`src/rtl/csr_regfile.sv`:
```
// csr_regfile: LoongArch-32 base CSR subset with exception/ertn state and countdown timer.
// Define CSR_TIMER_EN to build TID/TCFG/TVAL/TICLR and the timer; otherwise 0x40-0x44 are unmapped.
module csr_regfile #(
    parameter logic [31:0] TID_INIT    = 32'h0000_0000,
    parameter logic [31:0] EENTRY_INIT = 32'h0000_0000
) (
    input  logic        clk,
    input  logic        resetn,
    input  logic        csr_re,
    input  logic [13:0] csr_num,
    output logic [31:0] csr_rvalue,
    input  logic        csr_we,
    input  logic [31:0] csr_wmask,
    input  logic [31:0] csr_wvalue,
    input  logic        wb_ex,
    input  logic [5:0]  wb_ecode,
    input  logic [8:0]  wb_esubcode,
    input  logic [31:0] wb_pc,
    input  logic        ertn_flush,
    output logic [31:0] ex_entry,
    output logic [31:0] era_out,
    output logic        has_int
);
    localparam logic [13:0] CRMD   = 14'h0;
    localparam logic [13:0] PRMD   = 14'h1;
    localparam logic [13:0] ECFG   = 14'h4;
    localparam logic [13:0] ESTAT  = 14'h5;
    localparam logic [13:0] ERA    = 14'h6;
    localparam logic [13:0] EENTRY = 14'hC;
    localparam logic [13:0] TID    = 14'h40;
    localparam logic [13:0] TCFG   = 14'h41;
    localparam logic [13:0] TVAL   = 14'h42;
    localparam logic [13:0] TICLR  = 14'h44;

    logic [3:0]       crmd_q, crmd_d;
    logic [2:0]       prmd_q, prmd_d;
    logic [12:0]      ecfg_q, ecfg_d;
    logic [1:0]       sw_is_q, sw_is_d;
    logic [5:0]       ecode_q, ecode_d;
    logic [8:0]       esub_q, esub_d;
    logic [31:0]      era_q, era_d;
    logic [25:0]      eentry_q, eentry_d;
    logic [3:0][31:0] save_q, save_d;
    logic             timer_is;
    logic [12:0]      is_all;
    logic [31:0]      wnew;
    logic             unused;

    assign unused = csr_re;
    assign is_all = {1'b0, timer_is, 9'b0, sw_is_q};
    assign wnew = (csr_rvalue & ~csr_wmask) | (csr_wvalue & csr_wmask);
    assign has_int = crmd_q[2] & |(is_all & ecfg_q);
    assign ex_entry = {eentry_q, 6'b0};
    assign era_out = era_q;

`ifdef CSR_TIMER_EN
    logic [31:0] tid_q, tid_d, tcfg_q, tcfg_d, tval_q, tval_d;
    logic        timer_is_q, timer_is_d, load, fire, ticlr;

    assign timer_is = timer_is_q;
    assign load = csr_we && csr_num == TCFG && wnew[0];
    assign fire = !load && tcfg_q[0] && tval_q == 32'd1;
    assign ticlr = csr_we && csr_num == TICLR && csr_wmask[0] && csr_wvalue[0];

    always_comb begin
        tid_d = (csr_we && csr_num == TID) ? wnew : tid_q;
        tcfg_d = (csr_we && csr_num == TCFG) ? wnew : tcfg_q;
        tval_d = tval_q;
        if (load)
            tval_d = {wnew[31:2], 2'b00};
        else if (tcfg_q[0] && tval_q != 32'd0)
            tval_d = fire ? (tcfg_q[1] ? {tcfg_q[31:2], 2'b00} : 32'd0) : tval_q - 32'd1;
        // A timer expiry in the same cycle as a TICLR write leaves the interrupt set
        timer_is_d = fire ? 1'b1 : (ticlr ? 1'b0 : timer_is_q);
    end

    always_ff @(posedge clk or negedge resetn) begin
        if (!resetn) begin
            tid_q      <= TID_INIT;
            tcfg_q     <= '0;
            tval_q     <= '0;
            timer_is_q <= 1'b0;
        end else begin
            tid_q      <= tid_d;
            tcfg_q     <= tcfg_d;
            tval_q     <= tval_d;
            timer_is_q <= timer_is_d;
        end
    end
`else
    assign timer_is = 1'b0;
`endif

    always_comb begin
        csr_rvalue = '0;
        case (csr_num)
            CRMD:   csr_rvalue = {28'b0, crmd_q};
            PRMD:   csr_rvalue = {29'b0, prmd_q};
            ECFG:   csr_rvalue = {19'b0, ecfg_q};
            ESTAT:  csr_rvalue = {1'b0, esub_q, ecode_q, 3'b0, is_all};
            ERA:    csr_rvalue = era_q;
            EENTRY: csr_rvalue = {eentry_q, 6'b0};
            14'h30, 14'h31, 14'h32, 14'h33: csr_rvalue = save_q[csr_num[1:0]];
`ifdef CSR_TIMER_EN
            TID:    csr_rvalue = tid_q;
            TCFG:   csr_rvalue = tcfg_q;
            TVAL:   csr_rvalue = tval_q;
`endif
            default: csr_rvalue = '0;
        endcase
    end

    // Exception/ertn own CRMD, PRMD, ERA and ESTAT in their cycle; CSR writes to them are dropped
    always_comb begin
        crmd_d = crmd_q;
        prmd_d = prmd_q;
        sw_is_d = sw_is_q;
        ecode_d = ecode_q;
        esub_d = esub_q;
        era_d = era_q;
        ecfg_d = (csr_we && csr_num == ECFG) ? wnew[12:0] : ecfg_q;
        eentry_d = (csr_we && csr_num == EENTRY) ? wnew[31:6] : eentry_q;
        save_d = save_q;
        if (csr_we && csr_num[13:2] == 12'hC)
            save_d[csr_num[1:0]] = wnew;
        if (wb_ex) begin
            prmd_d = crmd_q[2:0];
            crmd_d[2:0] = 3'b0;
            era_d = wb_pc;
            ecode_d = wb_ecode;
            esub_d = wb_esubcode;
        end else if (ertn_flush) begin
            crmd_d[2:0] = prmd_q;
        end else if (csr_we) begin
            crmd_d = (csr_num == CRMD) ? wnew[3:0] : crmd_q;
            prmd_d = (csr_num == PRMD) ? wnew[2:0] : prmd_q;
            sw_is_d = (csr_num == ESTAT) ? wnew[1:0] : sw_is_q;
            era_d = (csr_num == ERA) ? wnew : era_q;
        end
    end

    always_ff @(posedge clk or negedge resetn) begin
        if (!resetn) begin
            crmd_q   <= 4'h8;
            prmd_q   <= '0;
            ecfg_q   <= '0;
            sw_is_q  <= '0;
            ecode_q  <= '0;
            esub_q   <= '0;
            era_q    <= '0;
            eentry_q <= EENTRY_INIT[31:6];
            save_q   <= '0;
        end else begin
            crmd_q   <= crmd_d;
            prmd_q   <= prmd_d;
            ecfg_q   <= ecfg_d;
            sw_is_q  <= sw_is_d;
            ecode_q  <= ecode_d;
            esub_q   <= esub_d;
            era_q    <= era_d;
            eentry_q <= eentry_d;
            save_q   <= save_d;
        end
    end
endmodule

```
`config.mk`:
```
export PLATFORM = sky130hd
export DESIGN_NAME = csr_regfile
export DESIGN_NICKNAME = d
export VERILOG_FILES = /design/src/rtl/csr_regfile.sv
export SDC_FILE = /design/constraint.sdc
export NUM_CORES = 1
export LEC_CHECK = 0
export CAP_MARGIN = 15
export CORE_ASPECT_RATIO = 1.75
export CORE_MARGIN = 3
export CORE_UTILIZATION = 48
export DETAILED_ROUTE_END_ITERATION = 10
export PLACE_DENSITY_LB_ADDON = 0.15
export SYNTH_ARGS = -nofsm -noshare
export SYNTH_HDL_FRONTEND = slang
export SYNTH_SLANG_ARGS = --single-unit
```
`constraint.sdc`:
```
create_clock -name clk -period 2.7 [get_ports clk]
set_input_delay 0.675 -clock clk [delete_from_list [all_inputs] [get_ports clk]]
set_output_delay 0.675 -clock clk [all_outputs]
set_load 0.005 [all_outputs]
```
Yosys cells after proc, flatten, opt, wreduce, memory -nomap -nowiden
Cells that the tools add are included.
- order comparisons: 2
- equality and inequality tests: 11
- multiplexer cells: 18
- bitwise operators: 8
- reduce and logical (&&, ||, !) cells: 17
- operator list (kind ; count):
    32-bit case mux with 7 select lines ; 1
    32-bit 2-to-1 mux ; 6
    128-bit bitwise mux ; 1
    32-bit AND ; 2
    32-bit binary-select mux with 2-bit select ; 1
    32-bit demux with 2-bit select ; 1
    14-bit by 6-bit == test with 1-bit output (second input constant) ; 4
    14-bit by 3-bit == test with 1-bit output (second input constant) ; 3
    32-bit inverter ; 1
    32-bit bitwise OR ; 1
    3-bit 2-to-1 mux ; 8
    14-bit by 1-bit == test with 1-bit output (second input constant) ; 1
    14-bit by 4-bit == test with 1-bit output (second input constant) ; 1
    14-bit zero test ; 1
    2-bit by 13-bit AND with 13-bit output ; 1
    13-bit OR reduction ; 1
    12-bit by 4-bit == test with 1-bit output (second input constant) ; 1
    4-bit AND reduction ; 2
    3-bit AND reduction ; 2
    2-bit nonzero test ; 3
    3-bit nonzero test ; 2
    1-bit logical AND ; 4
    4-bit OR reduction ; 1
    2-bit by 3-bit < comparator with 1-bit output (second input constant) ; 1
    other kinds (5) ; 6
- flip-flop bits (word level): 223
- input bits: 131
- output and inout bits: 97
- word-level logic and storage cells: 69

Longest topological paths before layout
Gate-level depths: netlist (run 1).
- depth in word-level cells: 9
- mapped depth: 9
- gate-level depth less buffers: 5

Least setup slack after synthesis (run 1)
No wires, ideal clock.
- path kind: input port to output port
- start: input csr_num[9]
- end: output csr_rvalue[22]
- data arrival time: 2.150 ns
- data required time: 2.025 ns
- path slack: -0.125 ns
- cell stages on the path: 6
- path buffers: 2
- path through: or4_1 nor4_2 and3_1 buf_2 buf_4 a221o_1
- word-level cells in the longest chain between the ends: 3
- elaborated cells between the ends (all ways): 12
- RTL lines (element ; line ; RTL):
    from (decl) ; 10 ; input logic [13:0] csr_num,
    14-bit by 6-bit == test with 1-bit output ; 96 ; case (csr_num)
    4-bit OR reduction ; 96 ;
    32-bit case mux with 7 select lines (*) ; 96 ;
    to (decl) ; 11 ; output logic [31:0] csr_rvalue,
Every way passes the cells marked *; elsewhere a longest branch is shown, timed or not.

Worst setup path after layout (run 1)
- start: input csr_num[4]
- end: output csr_rvalue[23]
Same word-level chain as after synthesis.

==> key figures, run 1 <==
Yosys
  – Fraction of registers with async set/reset: 1.00
  – Most frequent cell after synthesis: dfrtp_1
  – Post-synthesis cell count: around 1200
  – Ranking of synthesized cells by area: dfrtp_1 47%, mux4_2 5.9%, nand2_1 3.9%
  – Number of synthesized flops with an enable pin: 0
  – Seq cells post-synth: 223
  – Main synth FF type: dfrtp_1
  – Synthesized area: about 12000 um2
  – Avg Inst Size Synth: approximately 10 um2
  – Yosys warnings: 0
  – Synth unique cells: 72
  – Top post-synthesis cells by count: 222 x dfrtp_1, 123 x nand2_1, 90 x nor2_1
  – Synth area leader: dfrtp_1
  – Synth top area share: 0.471
  – Seq/Total Area, Yosys: 0.474

Detailed routing
  – Vias: ~11000
  – ANT nets after route: 0
  – WL final: a little over 40 mm
  – DRC viols: 0
  – Initial DRC count: 928
  – Pre-antenna DRT Iters: 7
  – Wirelength per Cell: about 22 um
  – Vias per cell: ~6.1

Timing
  – F_max: approximately 310 MHz
  – Final Hold Viols: 0
  – Final Skew: 9.12 ps
  – Final WS setup: -533 ps
  – Worst slew margin: 0.552
  – Fin crit share: 1.20
  – Worst Max-Slew Pin Slew: slightly below 700 ps
  – RSZ-0062 raised after global routing: true
  – Final min period: 3230 ps
  – Final setup vio count: 37
  – Final Max Slew Viols: 0
  – Fin Hold WS: 149 ps

Clock tree
  – Clock Tree Buf Depth: 3
  – Skew-Pair Late Insertion Delay: just over 500 ps
  – H-tree depth: 1
  – Clk pin slew, worst setup/hold paths: 70 ps
  – CTS Root Cell: clkbuf_16
  – Clock buffer count from CTS: 22
  – CTS tree: yes
  – Clock sink count: approximately 220

Power
  – P_leak: 7.24 nW
  – PD cells: about 440 nW/um2
  – Peak VDD IR: ~0.00038 V
  – Power, Total: between 0.007 and 0.008 W

Global route
  – Grt ovf: 0
  – First-pass GRT wire length: between 60 and 70 mm
  – Gr usage total: 0.301
  – Vias in the first global route: between 10000 and 15000
  – Initial antenna violation count: 1
  – Largest net degree at the start of global routing: 81

Worst setup path
  – Worst-path maximum fanout: 5
  – CP startpoint kind: primary input
  – Critical path arrival: around 2600 ps
  – CP endpoint kind: output pin
  – Critical R2R Launch: save_q[105]
  – Crit Path Class: in -> out
  – R2R Path End: save_q[41]
  – R2R cell count: 12
  – R2r setup slk: about 120 ps
  – Critical path required time: between 2000 and 2500 ps

Die
  – Boundary Pins: around 230
  – Core Area: approximately 24000 um2
  – Die height: between 200 and 250 um
  – Num rows: 75
  – Starting density of the core: 0.489
  – Die X: between 100 and 150 um
  – Area of the die: ~27000 um2

Placed design
  – Final GP Congestion: 0.928
  – Post-placement cell count: 1750
  – Dpl hpwl: about 29 mm
  – DP Worst Slack: -1300 ps
  – # port buffers: 220

Flow run
  – Max-cap viol count: 0

Finish
  – Nets@finish: 1648
  – Finished Layout Cells: 1842
  – Layout cells sized above 1: 0.286
  – P&R area growth vs syn: 43.4%

Hold path
  – Hold Crit Class: in -> async

Run status
  – Failing checks: setup timing
  – Status: finished, violations left
sequential cells by signal (all words and copies together) (netlist names):
signal	count
crmd_q	4
ecfg_q	13
ecode_q	6
eentry_q	26
era_out	32
esub_q	9
prmd_q	3
save_q	128
sw_is_q	2
per-layer routing:
layer	vias to the layer above	track usage	routed length (um)	part of all wire
li1	5033	-	-	-
met1	5528	0.333	14600	0.35
met2	540	0.559	22200	0.54
met3	168	0.0408	2180	0.053
met4	0	0.160	2410	0.058
met5	-	0	0	0
cell families after synthesis:
family | after synthesis | synth area share
flops | 223 | 0.474
compound gates | 363 | 0.217
simple gates | 400 | 0.171
mux | 63 | 0.0886
buf+inv | 117 | 0.0497
other cells | 1 | 0.000318
cell usage in the layout, fill, tap and decap left out, drive strengths merged, types with 30 or more instances in the layout:
cell           count
a21oi             76
a221o             30
buf              247
clkbuf            31
clkdlybuf4s50    174
dfrtp            222
mux4              31
nand2            125
nand3             44
nor2              90
nor2b             42
o21ai            114
critical path: stages:
cell	delay (ps)
buf_6	90
or4_4	550
nor4_4	340
buf_4	170
and3_4	220
buf_12	130
buf_12	110
a221o_1	150
buf_2	110
through the flow:
step                      TNS (ps)  utilization  area (um2)
after CTS                   -12610        0.694       16700
after global routing        -15200        0.701       16900
after floorplan               -527            -       11800
final                       -13200        0.701       16900
after detailed placement   -107670        0.638       15400
after global placement     -100900        0.638       15400
timing repair:
action / 4_1_cts / 5_1_grt
setup endpoints to repair: 60 / 38
cloned: 3 / 0
pin swaps: 47 / 31
buffers inserted: 44 / 12
gates resized for setup: 254 / 48
hold buffers: 0 / 0
worst max path at each step:
stage,from,to,slack [ps]
floorplan,csr_num[9],csr_rvalue[22],-50
CTS,csr_num[6],csr_rvalue[23],-570
global route,csr_num[4],csr_rvalue[23],-580
detailed placement,csr_num[9],csr_rvalue[2],-1300
finish,csr_num[4],csr_rvalue[23],-530
global placement,csr_num[9],csr_rvalue[2],-1290
where the power goes:
| group | switching, W | internal (W) | total, W | leakage, nW |
|---|---|---|---|---|
| sequential | 0.0000686 | 0.00341 | 0.00348 | 2.99 |
| combinational | 0.000457 | 0.000514 | 0.000970 | 3.90 |
| clock | 0.00137 | 0.00168 | 0.00306 | 0.344 |
| total | 0.00190 | 0.00561 | 0.00751 | 7.24 |
layout make-up:
class,count,area [um2]
Antenna cell,1,2.50
Clock buffer,29,638
Clock inverter,11,76.3
Fill cell,1817,7220
Inverter,14,52.6
Multi-Input combinational cell,832,6060
Sequential cell,223,5580
Tap cell,308,385
Timing Repair Buffer,424,4100
No activity file was read; power rests on OpenSTA's default activity.
==> run 2, diff against run 1 <==
--- a/config.mk
+++ b/config.mk
@@ -10,6 +10,7 @@
 export CORE_MARGIN = 3
 export CORE_UTILIZATION = 48
 export DETAILED_ROUTE_END_ITERATION = 10
+export GPL_ROUTABILITY_DRIVEN = 0
 export PLACE_DENSITY_LB_ADDON = 0.15
 export SYNTH_ARGS = -nofsm -noshare
 export SYNTH_HDL_FRONTEND = slang
==> results of run 2 <==
No change in the layout: final DEF, timing and power equal those of run 1.
